<file path="config.mk">
export PLATFORM = sky130hd
export DESIGN_NAME = seq_alu
export DESIGN_NICKNAME = d
export VERILOG_FILES = /design/src/rtl/seq_alu.sv
export SDC_FILE = /design/constraint.sdc
export NUM_CORES = 1
export LEC_CHECK = 0
export ABC_AREA = 1
export BUFFER_PORTS_ARGS = -buffer_cell sky130_fd_sc_hd__buf_2
export CAP_MARGIN = 20
export CORE_ASPECT_RATIO = 2
export CORE_UTILIZATION = 35
export CTS_BUF_LIST = sky130_fd_sc_hd__clkbuf_4
export DETAILED_ROUTE_END_ITERATION = 7
export PLACE_DENSITY = 0.55
export SYNTH_ARGS = -nofsm -noshare
export SYNTH_HDL_FRONTEND = slang
export SYNTH_SLANG_ARGS = --single-unit
export TNS_END_PERCENT = 20
</file>
<file path="constraint.sdc">
create_clock -name clk -period 7.1 [get_ports clk]
set_input_delay 0 -clock clk [delete_from_list [all_inputs] [get_ports clk]]
set_output_delay 0 -clock clk [all_outputs]
set_load 0.02 [all_outputs]
</file>
<file path="src/rtl/seq_alu.sv">
// Multi-cycle integer ALU. Logic, arithmetic, shift and compare ops finish in one cycle.
// Multiply and divide run iteratively for BUS_WIDTH cycles behind a start/busy/done handshake.
module seq_alu #(
    parameter int BUS_WIDTH = 32,
    parameter int SHAMT_W   = $clog2(BUS_WIDTH)
) (
    input  logic                 clk,
    input  logic                 rst_n,
    input  logic                 start,
    input  logic [3:0]           alu_op,
    input  logic [BUS_WIDTH-1:0] src_a,
    input  logic [BUS_WIDTH-1:0] src_b,
    output logic                 busy,
    output logic                 done,
    output logic [BUS_WIDTH-1:0] alu_result,
    output logic                 zero
);

    localparam logic [3:0] OP_ADD   = 4'b0000;
    localparam logic [3:0] OP_SUB   = 4'b0001;
    localparam logic [3:0] OP_AND   = 4'b0010;
    localparam logic [3:0] OP_OR    = 4'b0011;
    localparam logic [3:0] OP_XOR   = 4'b0100;
    localparam logic [3:0] OP_SLL   = 4'b0101;
    localparam logic [3:0] OP_SRL   = 4'b0110;
    localparam logic [3:0] OP_SRA   = 4'b0111;
    localparam logic [3:0] OP_SLT   = 4'b1000;
    localparam logic [3:0] OP_SLTU  = 4'b1001;
    localparam logic [3:0] OP_MUL   = 4'b1010;
    localparam logic [3:0] OP_MULHU = 4'b1011;
    localparam logic [3:0] OP_DIVU  = 4'b1100;
    localparam logic [3:0] OP_REMU  = 4'b1101;

    localparam logic [SHAMT_W-1:0] COUNT_LOAD = SHAMT_W'(BUS_WIDTH - 1);
    localparam logic [SHAMT_W-1:0] COUNT_ONE  = SHAMT_W'(1);

    typedef enum logic [1:0] {
        S_IDLE = 2'b00,
        S_ITER = 2'b01,
        S_DONE = 2'b10
    } state_t;

    function automatic logic [BUS_WIDTH-1:0] single_cycle_result(
        input logic [3:0]           op,
        input logic [BUS_WIDTH-1:0] a,
        input logic [BUS_WIDTH-1:0] b
    );
        logic [SHAMT_W-1:0] shamt;
        shamt = b[SHAMT_W-1:0];
        case (op)
            OP_ADD:  single_cycle_result = a + b;
            OP_SUB:  single_cycle_result = a - b;
            OP_AND:  single_cycle_result = a & b;
            OP_OR:   single_cycle_result = a | b;
            OP_XOR:  single_cycle_result = a ^ b;
            OP_SLL:  single_cycle_result = a << shamt;
            OP_SRL:  single_cycle_result = a >> shamt;
            OP_SRA:  single_cycle_result = $unsigned($signed(a) >>> shamt);
            OP_SLT:  single_cycle_result = {{(BUS_WIDTH-1){1'b0}}, ($signed(a) < $signed(b))};
            OP_SLTU: single_cycle_result = {{(BUS_WIDTH-1){1'b0}}, (a < b)};
            default: single_cycle_result = {BUS_WIDTH{1'b0}};
        endcase
    endfunction

    state_t                   state_q, state_d;
    logic [SHAMT_W-1:0]       count_q, count_d;
    logic [2*BUS_WIDTH-1:0]   acc_q, acc_d;
    logic [BUS_WIDTH-1:0]     opnd_q, opnd_d;    // multiplicand or divisor
    logic [BUS_WIDTH-1:0]     shf_q, shf_d;      // multiplier (shifts right) or dividend (shifts left)
    logic [1:0]               it_op_q, it_op_d;  // alu_op[1:0] of the iterative op in flight
    logic [BUS_WIDTH-1:0]     result_q, result_d;
    logic                     zero_q, zero_d;

    logic                     start_iter_s;
    logic                     start_div_s;
    logic                     iter_is_div_s;
    logic [BUS_WIDTH:0]       mul_sum_s;
    logic [2*BUS_WIDTH-1:0]   mul_acc_s;
    logic [BUS_WIDTH:0]       div_trial_s;
    logic                     div_ge_s;
    logic [BUS_WIDTH-1:0]     div_diff_s;
    logic [BUS_WIDTH-1:0]     div_rem_s;
    logic [2*BUS_WIDTH-1:0]   div_acc_s;
    logic [2*BUS_WIDTH-1:0]   step_acc_s;
    logic [BUS_WIDTH-1:0]     new_result_s;

    // One shift-add or restoring-divide step on the accumulator.
    always_comb begin
        start_iter_s  = (alu_op == OP_MUL) || (alu_op == OP_MULHU) ||
                        (alu_op == OP_DIVU) || (alu_op == OP_REMU);
        start_div_s   = (alu_op == OP_DIVU) || (alu_op == OP_REMU);
        iter_is_div_s = ~it_op_q[1];

        mul_sum_s = {1'b0, acc_q[2*BUS_WIDTH-1:BUS_WIDTH]} +
                    {1'b0, (shf_q[0] ? opnd_q : {BUS_WIDTH{1'b0}})};
        mul_acc_s = {mul_sum_s, acc_q[BUS_WIDTH-1:1]};

        div_trial_s = {acc_q[2*BUS_WIDTH-1:BUS_WIDTH], shf_q[BUS_WIDTH-1]};
        div_ge_s    = (div_trial_s >= {1'b0, opnd_q});
        div_diff_s  = div_trial_s[BUS_WIDTH-1:0] - opnd_q;
        div_rem_s   = div_ge_s ? div_diff_s : div_trial_s[BUS_WIDTH-1:0];
        // Upper half carries the partial remainder, lower half collects quotient bits MSB-first.
        div_acc_s   = {div_rem_s, acc_q[BUS_WIDTH-2:0], div_ge_s};

        if (iter_is_div_s) begin
            step_acc_s = div_acc_s;
        end else begin
            step_acc_s = mul_acc_s;
        end
    end

    // Next-state, datapath load and result selection.
    always_comb begin
        state_d      = state_q;
        count_d      = count_q;
        acc_d        = acc_q;
        opnd_d       = opnd_q;
        shf_d        = shf_q;
        it_op_d      = it_op_q;
        result_d     = result_q;
        zero_d       = zero_q;
        new_result_s = {BUS_WIDTH{1'b0}};

        case (state_q)
            S_IDLE: begin
                if (start) begin
                    if (start_iter_s && start_div_s && (src_b == {BUS_WIDTH{1'b0}})) begin
                        new_result_s = alu_op[0] ? src_a : {BUS_WIDTH{1'b1}};
                        result_d     = new_result_s;
                        zero_d       = (new_result_s == {BUS_WIDTH{1'b0}});
                        state_d      = S_DONE;
                    end else if (start_iter_s) begin
                        opnd_d  = start_div_s ? src_b : src_a;
                        shf_d   = start_div_s ? src_a : src_b;
                        acc_d   = {(2*BUS_WIDTH){1'b0}};
                        count_d = COUNT_LOAD;
                        it_op_d = alu_op[1:0];
                        state_d = S_ITER;
                    end else begin
                        new_result_s = single_cycle_result(alu_op, src_a, src_b);
                        result_d     = new_result_s;
                        zero_d       = (new_result_s == {BUS_WIDTH{1'b0}});
                        state_d      = S_DONE;
                    end
                end else begin
                    state_d = S_IDLE;
                end
            end
            S_ITER: begin
                acc_d = step_acc_s;
                if (iter_is_div_s) begin
                    shf_d = shf_q << 1;
                end else begin
                    shf_d = shf_q >> 1;
                end
                if (count_q == {SHAMT_W{1'b0}}) begin
                    // Bit 0 of the op picks the upper half: mulhu and remu.
                    new_result_s = it_op_q[0] ? step_acc_s[2*BUS_WIDTH-1:BUS_WIDTH]
                                              : step_acc_s[BUS_WIDTH-1:0];
                    result_d     = new_result_s;
                    zero_d       = (new_result_s == {BUS_WIDTH{1'b0}});
                    state_d      = S_DONE;
                end else begin
                    count_d = count_q - COUNT_ONE;
                end
            end
            S_DONE: begin
                state_d = S_IDLE;
            end
            default: begin
                state_d = S_IDLE;
            end
        endcase
    end

    // State and datapath registers; reset discards any op in flight.
    always_ff @(posedge clk or negedge rst_n) begin
        if (!rst_n) begin
            state_q  <= S_IDLE;
            count_q  <= {SHAMT_W{1'b0}};
            acc_q    <= {(2*BUS_WIDTH){1'b0}};
            opnd_q   <= {BUS_WIDTH{1'b0}};
            shf_q    <= {BUS_WIDTH{1'b0}};
            it_op_q  <= 2'b00;
            result_q <= {BUS_WIDTH{1'b0}};
            zero_q   <= 1'b0;
        end else begin
            state_q  <= state_d;
            count_q  <= count_d;
            acc_q    <= acc_d;
            opnd_q   <= opnd_d;
            shf_q    <= shf_d;
            it_op_q  <= it_op_d;
            result_q <= result_d;
            zero_q   <= zero_d;
        end
    end

    assign busy       = (state_q != S_IDLE);
    assign done       = (state_q == S_DONE);
    assign alu_result = result_q;
    assign zero       = zero_q;

endmodule

</file>
After elaboration in Yosys (flattened, before gate mapping) --
Index checks and enable logic that the tools add are counted.
Operators by class: add/subtract/negate cells 5, $lt $le $gt $ge 3, equal/unequal tests 21, shift operators 3, mux-type cells 41, bitwise gates (word level) 4, reductions and logical operators 19
Operator list (number):
- 32-bit 2-to-1 mux | 18
- 32-bit case mux with 10 select lines | 1
- 64-bit 2-to-1 mux | 4
- 32-bit logical NOT | 4
- 32-bit case mux with 2 select lines | 2
- 64-bit case mux with 2 select lines | 1
- 32-bit less-than comparator | 2
- 32-bit subtractor | 2
- 32-bit by 32-bit adder with 33-bit output | 1
- 33-bit by 32-bit greater-or-equal comparator with 1-bit output | 1
- 32-bit adder | 1
- 32-bit bitwise AND | 1
- 32-bit bitwise OR | 1
- 32-bit by 5-bit left shift with 32-bit output | 1
- 32-bit by 5-bit right shift with 32-bit output | 1
- 32-bit by 5-bit >>> shifter with 32-bit output | 1
- 32-bit bitwise XOR | 1
- 4-bit == test (second input constant) | 6
- 5-bit 2-to-1 mux | 4
- 4-bit by 3-bit == test with 1-bit output (second input constant) | 4
- 4-bit AND reduction | 3
- 2-bit != test (second input constant) | 5
- 5-bit case mux with 2 select lines | 1
- 4-bit by 2-bit == test with 1-bit output (second input constant) | 2
- other kinds (17) | 28
Storage, ports and cells: register bits 170

Longest topological paths before layout --
Gate-level depths: netlist of the first run.
word-level depth 14, mapped depth 29, mapped depth without buffers 26

Least setup slack after synthesis of the first run --
OpenSTA, ideal clock, no wires.
path type register -> register, from register shf_q[0], to register zero_q (netlist: zero), setup time 0.065 ns, arrival time 2.854 ns, data required time 7.035 ns, slack 4.181 ns, cell stages (with the launch flop) 29, buffers on the path 2, clock period less this slack 2.919 ns, path through dfrtp_1 clkbuf_1 clkbuf_1 nand2_1 inv_1 ha_1 fa_1 nand2_1 nand3_1 and2_1 nand2_1 nand2_1 nand2_1 nand2_1 nand2_1 nand2_1 nand2_1 nand2_1 nand2_1 nand3_1 nand2_1 nand2_1 nor2_1 nand2_1 nor2_1 nand3_1 nand2_1 nand2_1 nand2_1
Between the ends: word-level cells in the longest chain between the ends 7
RTL lines:
- start: declaration | RTL line 69 | logic [BUS_WIDTH-1:0] shf_q, shf_d;
- start signal: assignment | RTL line 183 | shf_q <= {BUS_WIDTH{1'b0}};
- 32-bit 2-to-1 mux | RTL line 95 | {1'b0, (shf_q[0] ? opnd_q : {BUS_WIDTH{1'b0}})};
- 32-bit by 32-bit adder with 33-bit output | RTL line 94 | mul_sum_s = {1'b0, acc_q[2*BUS_WIDTH-1:BUS_WIDTH]} +
- 64-bit 2-to-1 mux | RTL line 105 | if (iter_is_div_s) begin
- 32-bit 2-to-1 mux | RTL line 158 | new_result_s = it_op_q[0] ? step_acc_s[2*BUS_WIDTH-1:BUS_WIDTH]
- 32-bit logical NOT | RTL line 161 | zero_d = (new_result_s == {BUS_WIDTH{1'b0}});
- 1-bit 2-to-1 mux | RTL line 156 | if (count_q == {SHAMT_W{1'b0}}) begin
- 1-bit case mux with 2 select lines | RTL line 124 | case (state_q)
- end signal: assignment | RTL line 195 | zero_q <= zero_d;
- end: declaration | RTL line 72 | logic zero_q, zero_d;
Every way passes these cells. The select of a mux whose other input is x is not followed. A chain may end at the register's enable or synchronous reset.

Worst setup path after layout of the first run --
from register acc_q[34], to register zero_q (netlist: zero)
Between the ends: word-level cells in the longest chain between the ends 7, elaborated cells between the ends (all ways) 9, classes of those cells add/sub (2); order compare (1); mux (5); reduce/logical (1)
RTL lines:
- start: declaration | RTL line 67 | logic [2*BUS_WIDTH-1:0] acc_q, acc_d;
- start signal: assignment | RTL line 181 | acc_q <= {(2*BUS_WIDTH){1'b0}};
- 32-bit subtractor / 33-bit by 32-bit greater-or-equal comparator with 1-bit output (equally long branches) | RTL line 100, 99
- 32-bit 2-to-1 mux | RTL line 101 | div_rem_s = div_ge_s ? div_diff_s : div_trial_s[BUS_WIDTH-1:0];
- 64-bit 2-to-1 mux (*) | RTL line 105
- 32-bit 2-to-1 mux (*) | RTL line 158
- 32-bit logical NOT (*) | RTL line 161
- 1-bit 2-to-1 mux (*) | RTL line 156
- 1-bit case mux with 2 select lines (*) | RTL line 124
Every way passes the cells marked *; elsewhere a longest branch is shown, timed or not. The select of a mux whose other input is x is not followed.

==> flow_summary_export.csv, run 1 <==
group,metric,value,unit
sta,min_period,4.97,ns
logic_synthesis,syn-num-nets,4878,
logic_synthesis,avgSynthCellArea,5.47,µm²
routing,drt_iter0_markers,3003,
run_status,run_status,"completed",
placed_design,globalplace.congestion,1.15,
sta,final.period_utilization,0.700,
sta,hold_viol,0,
grt,grtUsageTotal,0.427,
logic_synthesis,syn-instance-count,4637,
floorplanning,chipHeight,383,µm
placed_design,placed_cells_incl_taps,5488,
grt,grt_start_max_net_pins,106,
clock_tree,clockRootBuffer,"sky130_fd_sc_hd__clkbuf_4",
placed_design,numPortBuffers,105,
critical_path,critPathKind,"flip-flop to flip-flop",
routing,routed-via-count,32919,
logic_synthesis,ys_async_sr_fraction,1.00,
finish,postLayoutCellArea,27500,µm²
grt,gr-total-overflow,0,
logic_synthesis,synth_sequential_area_ratio,0.168,
clock_tree,source_to_sink_clock_delay_at_the_later_pin_of_the_worst_skew_pair,0.73,ns
critical_path,worstSetupEndpointType,"flip-flop",
finish,multi_input_area,17600,µm²
routing,vias_per_cell,5.86,
clock_tree,cts.clk_slew.worst_paths,0.17,ns
routing,drt_first_pass_iters,8,
logic_synthesis,post_synth_design_cell_area,25400,µm²
floorplanning,design.core.area,71700,µm²
clock_tree,cts-htree-levels,4,
sta,fin_skew,0.0854,ns
placed_design,dp_slack,2.46,ns
critical_path,cp-start-kind,"flip-flop",
finish,instances_no_fill,5615,
grt,via_count_of_the_first_global_routing_pass,32596,
sta,final-setup-viol-count,0,
finish,finish.net_count,4926,
floorplanning,die-width,192,µm
grt,grt_antenna_before_repair,9,
power,power_per_cell_area,321,nW/µm²
routing,routed_wire_length_per_instance,28.0,µm
sta,final_critical_path_setup_slack,2.13,ns
critical_path,timing.critical_path.slowest_stage_cell,"sky130_fd_sc_hd__nor2_2",
finish,finalCoreUtilization,0.384,
sta,achievable_frequency,201,MHz
finish,mostFrequentLayoutCells,"1,505 x sky130_fd_sc_hd__nand2_1, 678 x sky130_fd_sc_hd__inv_1, 584 x sky130_fd_sc_hd__nand3_1, 369 x sky130_fd_sc_hd__nor2_1, 317 x sky130_fd_sc_hd__o21ai_0",
floorplanning,dieArea,73600,µm²
critical_path,timing.critical_path.mode_cell,"sky130_fd_sc_hd__nand2_1",
logic_synthesis,yosysWarnings,0,
sta,final-max-slew-violation-count,0,
finish,most_common_cell_after_layout_fill_and_taps_aside,"sky130_fd_sc_hd__nand2_1",
sta,timing.slew.headroom,0.204,
critical_path,worst_ep_required_time,7.68,ns
routing,ant_nets,0,
finish,layout-drive-gt1-share,0.0529,
worst_hold_path,hold_class,"primary input to flip-flop",
logic_synthesis,synth_enable_flop_cells,0,
critical_path,crit_path_cell_trace,"ha_1, nand2_1, inv_1, nand2_1, nand2_1, nand2_1, nand3_2, nand2_1, nand3_2, nand2_2, nand2_4, nor2_2, nand2_1, nand3_1, nand2_1, o21ai_1, nor2_1, nand2_1, nor2_1, nand3_1, nand2_1, nand2_1, nand2_1",
sta,finalHoldWorstSlack,0.110,ns
routing,drc,0,
logic_synthesis,synth-main-ff-cell,"sky130_fd_sc_hd__dfrtp_1",
logic_synthesis,ys_ff_latch,170,
power,vdd.ir_drop.worst,0.165,mV
finish,area_delta_synth_final,8.58,%
floorplanning,floorplan.initialDensity,0.354,
sta,worst_pin_slew,1.19,ns
clock_tree,tritoncts,"yes",
finish,register_cell_area_after_layout,4260,µm²
clock_tree,numCtsBuffers,25,
floorplanning,placementRows,139,
grt,grt_pass1_wl,223000,µm
job,number_of_maximum_capacitance_constraint_violations,0,
routing,route.final.wire_length,157000,µm
sta,fin_tns_setup,0,ns
clock_tree,clock_tree.buffer_depth,3,
placed_design,instance_area_after_placement,26400,µm²
sta,rsz0062_at_grt,"false",
critical_path,cp_max_fo,34,
clock_tree,cts.sink_count,170,
placed_design,post-dp-hpwl,123000,µm
finish,n_fill_cell,8307,
floorplanning,top_level_ports,106,
power,p_leak,14.9,nW
logic_synthesis,yosys.cell_types.count,51,
critical_path,largest_stage_delay_on_the_critical_path,0.72,ns
power,power.total,8.85,mW
critical_path,arrival,5.55,ns
layer usage:
metal,vias up,global-route usage,routed length [µm]
li1,15060,-,-
met1,15243,0.376,47100
met2,1747,0.723,75300
met3,861,0.0995,11400
met4,8,0.522,23500
met5,-,0,41
power by group:
group / internal, mW / switching [mW]
logic: 1.76 / 4.72
registers: 1.38 / 0.380
clock network: 0.213 / 0.398
total: 3.35 / 5.50
final cells by class:
| cell class | count | share of cell area |
|---|---|---|
| timing repair buffer | 223 | 0.0598 |
| antenna | 8 | 0.000727 |
| clock buffer | 26 | 0.00709 |
| inverter | 699 | 0.0954 |
| tap | 916 | 0.0416 |
| sequential | 170 | 0.155 |
| clock inverter | 7 | 0.00204 |
| multi-input combinational | 3566 | 0.639 |
path summary, 6_finish.rpt:
| path | from | endpoint | slack (ns) | cells after the start |
|---|---|---|---|---|
| worst max-delay path | acc_q[34]$_DFFE_PN0P_ | zero$_DFFE_PN0P_ | 2.13 | 23 |
| min in group asynchronous | rst_n | acc_q[52]$_DFFE_PN0P_ | 0.39 | 3 |
| max in group asynchronous | rst_n | it_op_q[1]$_DFFE_PN0P_ | 5.19 | 4 |
| worst max register to register | acc_q[34]$_DFFE_PN0P_ | zero$_DFFE_PN0P_ | 2.13 | 23 |
| worst min register to register | alu_result[23]$_DFFE_PN0P_ | alu_result[23]$_DFFE_PN0P_ | 0.50 | 2 |
| worst min-delay path | src_b[4] | shf_q[4]$_DFFE_PN0P_ | 0.11 | 5 |
worst max-delay path: cells and delay by family (launching register included):
kind                       cells  cell delay, ns
AOI/OAI and AO/OA              1            0.15
adders and majority gates      1            0.51
and+or+nand+nor               20            3.59
DFF                            1            0.51
buffers and inverters          1            0.06
registers in the layout (all words and copies together) (netlist names):
| signal | count |
|---|---|
| acc_q | 64 |
| alu_result | 32 |
| count_q | 5 |
| it_op_q | 2 |
| opnd_q | 32 |
| shf_q | 32 |
| state_q | 2 |
| zero | 1 |
repair_timing:
item,in CTS,in global routing
gates resized for setup,0,0
hold buffers,84,0
endpoints found under the hold margin,172,0
setup buffers,0,0
cells by family (layout without fill, tap and decap cells):
logic type,count (synthesis),after routing,synth area share
compound gates,694,694,0.152
simple gates,2689,2689,0.451
mux,1,1,0.000395
other cells,0,8,0
flops,170,170,0.168
buf+inv,901,955,0.140
xor+xnor,12,12,0.00414
fa+ha+maj,170,170,0.0851
synth_stat cells, types with 10 or more instances:
cell	count	area, µm²
sky130_fd_sc_hd__nand2_1	1505	5650
sky130_fd_sc_hd__inv_2	18	67.6
sky130_fd_sc_hd__nor2_1	371	1390
sky130_fd_sc_hd__o211ai_1	59	443
sky130_fd_sc_hd__o21ai_1	36	180
sky130_fd_sc_hd__and2_1	25	156
sky130_fd_sc_hd__or2_2	22	138
sky130_fd_sc_hd__nand3b_1	14	105
sky130_fd_sc_hd__ha_1	166	2080
sky130_fd_sc_hd__a22oi_1	10	75.1
sky130_fd_sc_hd__o21bai_1	18	135
sky130_fd_sc_hd__a21oi_1	173	866
sky130_fd_sc_hd__nor2_2	12	75.1
sky130_fd_sc_hd__buf_2	69	345
sky130_fd_sc_hd__nand3_1	584	2920
sky130_fd_sc_hd__o22ai_1	46	288
sky130_fd_sc_hd__dfrtp_1	170	4250
sky130_fd_sc_hd__nor3_1	36	180
sky130_fd_sc_hd__nand4_1	85	532
sky130_fd_sc_hd__buf_1	22	82.6
sky130_fd_sc_hd__clkbuf_1	94	353
sky130_fd_sc_hd__inv_1	680	2550
sky130_fd_sc_hd__nor4_1	15	93.8
sky130_fd_sc_hd__o21ai_0	317	1590
No activity file was read; power rests on OpenSTA's default activity.
==> run 2, diff against run 1 <==
--- a/config.mk
+++ b/config.mk
@@ -12,7 +12,7 @@
 export CORE_UTILIZATION = 35
 export CTS_BUF_LIST = sky130_fd_sc_hd__clkbuf_4
 export DETAILED_ROUTE_END_ITERATION = 7
-export PLACE_DENSITY = 0.55
+export PLACE_DENSITY = 0.57
 export SYNTH_ARGS = -nofsm -noshare
 export SYNTH_HDL_FRONTEND = slang
 export SYNTH_SLANG_ARGS = --single-unit
==> constraint.sdc (replaced) <==
create_clock -name clk -period 4.1 [get_ports clk]
set_input_delay 0 -clock clk [delete_from_list [all_inputs] [get_ports clk]]
set_output_delay 0 -clock clk [all_outputs]
set_load 0.02 [all_outputs]
==> flow_summary_export.csv, run 2 (same netlist as run 1, synthesis figures left out) <==
group,metric,value,unit
critical_path,arrival,4.56,ns
sta,rsz0062_at_grt,"false",
grt,grt_antenna_before_repair,19,
worst_hold_path,hold_class,"primary input to flip-flop",
placed_design,globalplace.congestion,1.14,
finish,top_register,"acc_q",
sta,final-max-slew-violation-count,0,
clock_tree,cts-htree-levels,4,
finish,layout-drive-gt1-share,0.0969,
placed_design,placed_cells_incl_taps,5703,
grt,grt_pass1_wl,241000,µm
critical_path,worst_ep_required_time,4.76,ns
floorplanning,die-width,192,µm
critical_path,largest_stage_delay_on_the_critical_path,0.45,ns
power,power_per_cell_area,554,nW/µm²
critical_path,critical_path.startpoint,"shf_q[31]$_DFFE_PN0P_",
critical_path,timing.critical_path.mode_cell,"sky130_fd_sc_hd__nand2_1",
finish,register_cell_area_after_layout,4260,µm²
routing,ant_nets,0,
critical_path,cp_max_fo,4,
run_status,run_status,"completed",
sta,final.period_utilization,0.952,
sta,min_period,3.90,ns
routing,routed-via-count,34086,
critical_path,reg2reg_slack,0.20,ns
finish,n_fill_cell,8411,
critical_path,worstSetupPathDepth,26,
placed_design,post-dp-hpwl,135000,µm
routing,drt_iter0_markers,3153,
critical_path,crit_path_to,"zero$_DFFE_PN0P_",
critical_path,critical_path.reg2reg.endpoint,"zero$_DFFE_PN0P_",
critical_path,worst-path-buf-inv,3,
sta,final_critical_path_setup_slack,0.198,ns
sta,fin_skew,0.0742,ns
grt,grt_start_max_net_pins,120,
routing,vias_per_cell,5.85,
finish,instances_no_fill,5830,
critical_path,r2r_cells,26,
critical_path,timing.critical_path.slowest_stage_cell,"sky130_fd_sc_hd__dfrtp_1",
placed_design,dp_slack,0.00766,ns
power,p_leak,16.0,nW
finish,multi_input_area,17600,µm²
routing,drt_first_pass_iters,7,
placed_design,numPortBuffers,105,
finish,finish.net_count,5136,
finish,finalCoreUtilization,0.409,
clock_tree,tritoncts,"yes",
grt,grtUsageTotal,0.465,
clock_tree,cts.sink_count,170,
routing,route.final.wire_length,169000,µm
job,number_of_maximum_capacitance_constraint_violations,0,
sta,worst_pin_slew,1.05,ns
floorplanning,design.core.area,71700,µm²
sta,final-setup-viol-count,0,
grt,via_count_of_the_first_global_routing_pass,34302,
critical_path,worstSetupEndpointType,"flip-flop",
clock_tree,numCtsBuffers,25,
routing,drc,0,
clock_tree,source_to_sink_clock_delay_at_the_later_pin_of_the_worst_skew_pair,0.75,ns
floorplanning,chipHeight,383,µm
critical_path,rr_startpoint,"shf_q[31]$_DFFE_PN0P_",
clock_tree,clockRootBuffer,"sky130_fd_sc_hd__clkbuf_4",
clock_tree,clock_tree.buffer_depth,3,
finish,most_common_cell_after_layout_fill_and_taps_aside,"sky130_fd_sc_hd__nand2_1",
floorplanning,top_level_ports,106,
sta,hold_viol,0,
finish,area_delta_synth_final,15.6,%
floorplanning,dieArea,73600,µm²
sta,achievable_frequency,256,MHz
finish,largest_register_ff_count,64,
clock_tree,cts.clk_slew.worst_paths,0.12,ns
power,vdd.ir_drop.worst,0.451,mV
floorplanning,placementRows,139,
sta,timing.slew.headroom,0.298,
grt,gr-total-overflow,0,
critical_path,critPathTopFamily,"simple AND/OR/NAND/NOR gates",
floorplanning,floorplan.initialDensity,0.354,
routing,routed_wire_length_per_instance,29.0,µm
critical_path,cp-start-kind,"flip-flop",
finish,mostFrequentLayoutCells,"1,502 x sky130_fd_sc_hd__nand2_1, 678 x sky130_fd_sc_hd__inv_1, 583 x sky130_fd_sc_hd__nand3_1, 364 x sky130_fd_sc_hd__nor2_1, 317 x sky130_fd_sc_hd__o21ai_0",
critical_path,critPathKind,"flip-flop to flip-flop",
power,power.total,16.2,mW
-- run 2: area by class of cell --
cell class	count	area share
diodes	14	0.00119
well taps	916	0.0391
inverters	699	0.0896
multi-input cells	3566	0.601
repair buffers	433	0.115
clock buffers	28	0.00717
flip-flops and latches	170	0.145
clock inverters	4	0.00154
-- run 2: how the worst min path moves through the flow --
stage / start / to / slack, ns / cells past startpoint
floorplan: rst_n / acc_q[0]$_DFFE_PN0P_ / -0.30 / 0
global placement: rst_n / opnd_q[27]$_DFFE_PN0P_ / -0.02 / 1
detailed placement: rst_n / opnd_q[27]$_DFFE_PN0P_ / -0.02 / 1
CTS: src_b[4] / shf_q[4]$_DFFE_PN0P_ / 0.01 / 6
global route: src_a[11] / opnd_q[11]$_DFFE_PN0P_ / 0.05 / 5
finish: src_b[4] / shf_q[4]$_DFFE_PN0P_ / 0.07 / 6
-- run 2: layer usage --
metal	global-route usage	routed length [µm]	part of all wire
met5	0.000687	15	0.000089
met4	0.603	27700	0.16
met3	0.117	10600	0.063
met2	0.786	81200	0.48
met1	0.394	49200	0.29
-- run 2: worst reg2reg max path, stage by stage, from the launching register on --
cell	delay (ns)
sky130_fd_sc_hd__dfrtp_1	0.45
sky130_fd_sc_hd__inv_1	0.21
sky130_fd_sc_hd__ha_1	0.22
sky130_fd_sc_hd__inv_1	0.09
sky130_fd_sc_hd__fa_2	0.40
sky130_fd_sc_hd__nand2_1	0.08
sky130_fd_sc_hd__nand3_1	0.09
sky130_fd_sc_hd__nand3_1	0.13
sky130_fd_sc_hd__nand2_1	0.20
sky130_fd_sc_hd__nand2_1	0.11
sky130_fd_sc_hd__nand2_1	0.10
sky130_fd_sc_hd__nand2_1	0.09
sky130_fd_sc_hd__nand2_1	0.05
sky130_fd_sc_hd__nand2_1	0.06
sky130_fd_sc_hd__nand2_1	0.18
sky130_fd_sc_hd__nand3_1	0.18
sky130_fd_sc_hd__nand4_1	0.15
sky130_fd_sc_hd__nand2_1	0.13
sky130_fd_sc_hd__nand2_1	0.08
sky130_fd_sc_hd__nor2_1	0.11
sky130_fd_sc_hd__buf_4	0.18
sky130_fd_sc_hd__nand2_1	0.08
sky130_fd_sc_hd__nor2_2	0.17
sky130_fd_sc_hd__nand3_1	0.12
sky130_fd_sc_hd__nand2_1	0.08
sky130_fd_sc_hd__nand2_1	0.05
sky130_fd_sc_hd__nand2_1	0.06
-- run 2: power by group --
group / internal [mW] / switching, mW
registers: 2.38 / 0.624
clock network: 0.383 / 0.679
logic: 3.63 / 8.54
total: 6.40 / 9.84
-- run 2: repair_timing --
action | in CTS | in global routing
endpoints found under the hold margin | 248 | 0
endpoints found under the setup margin | 1 | 1
hold buffers | 79 | 0
resized for setup | 1 | 13
pin swaps | 0 | 1
buffers inserted | 0 | 1
-- run 2: metrics by stage --
step | area, µm² | TNS (ns) | hold slack (ns)
after CTS | 29200 | 0 | 0.0125
after global routing | 29300 | 0 | 0.0522
after floorplan | 25400 | 0 | -0.296
after global placement | 28200 | -0.0561 | -0.0187
after detailed placement | 28200 | 0 | -0.0192
final | 29300 | 0 | 0.0655
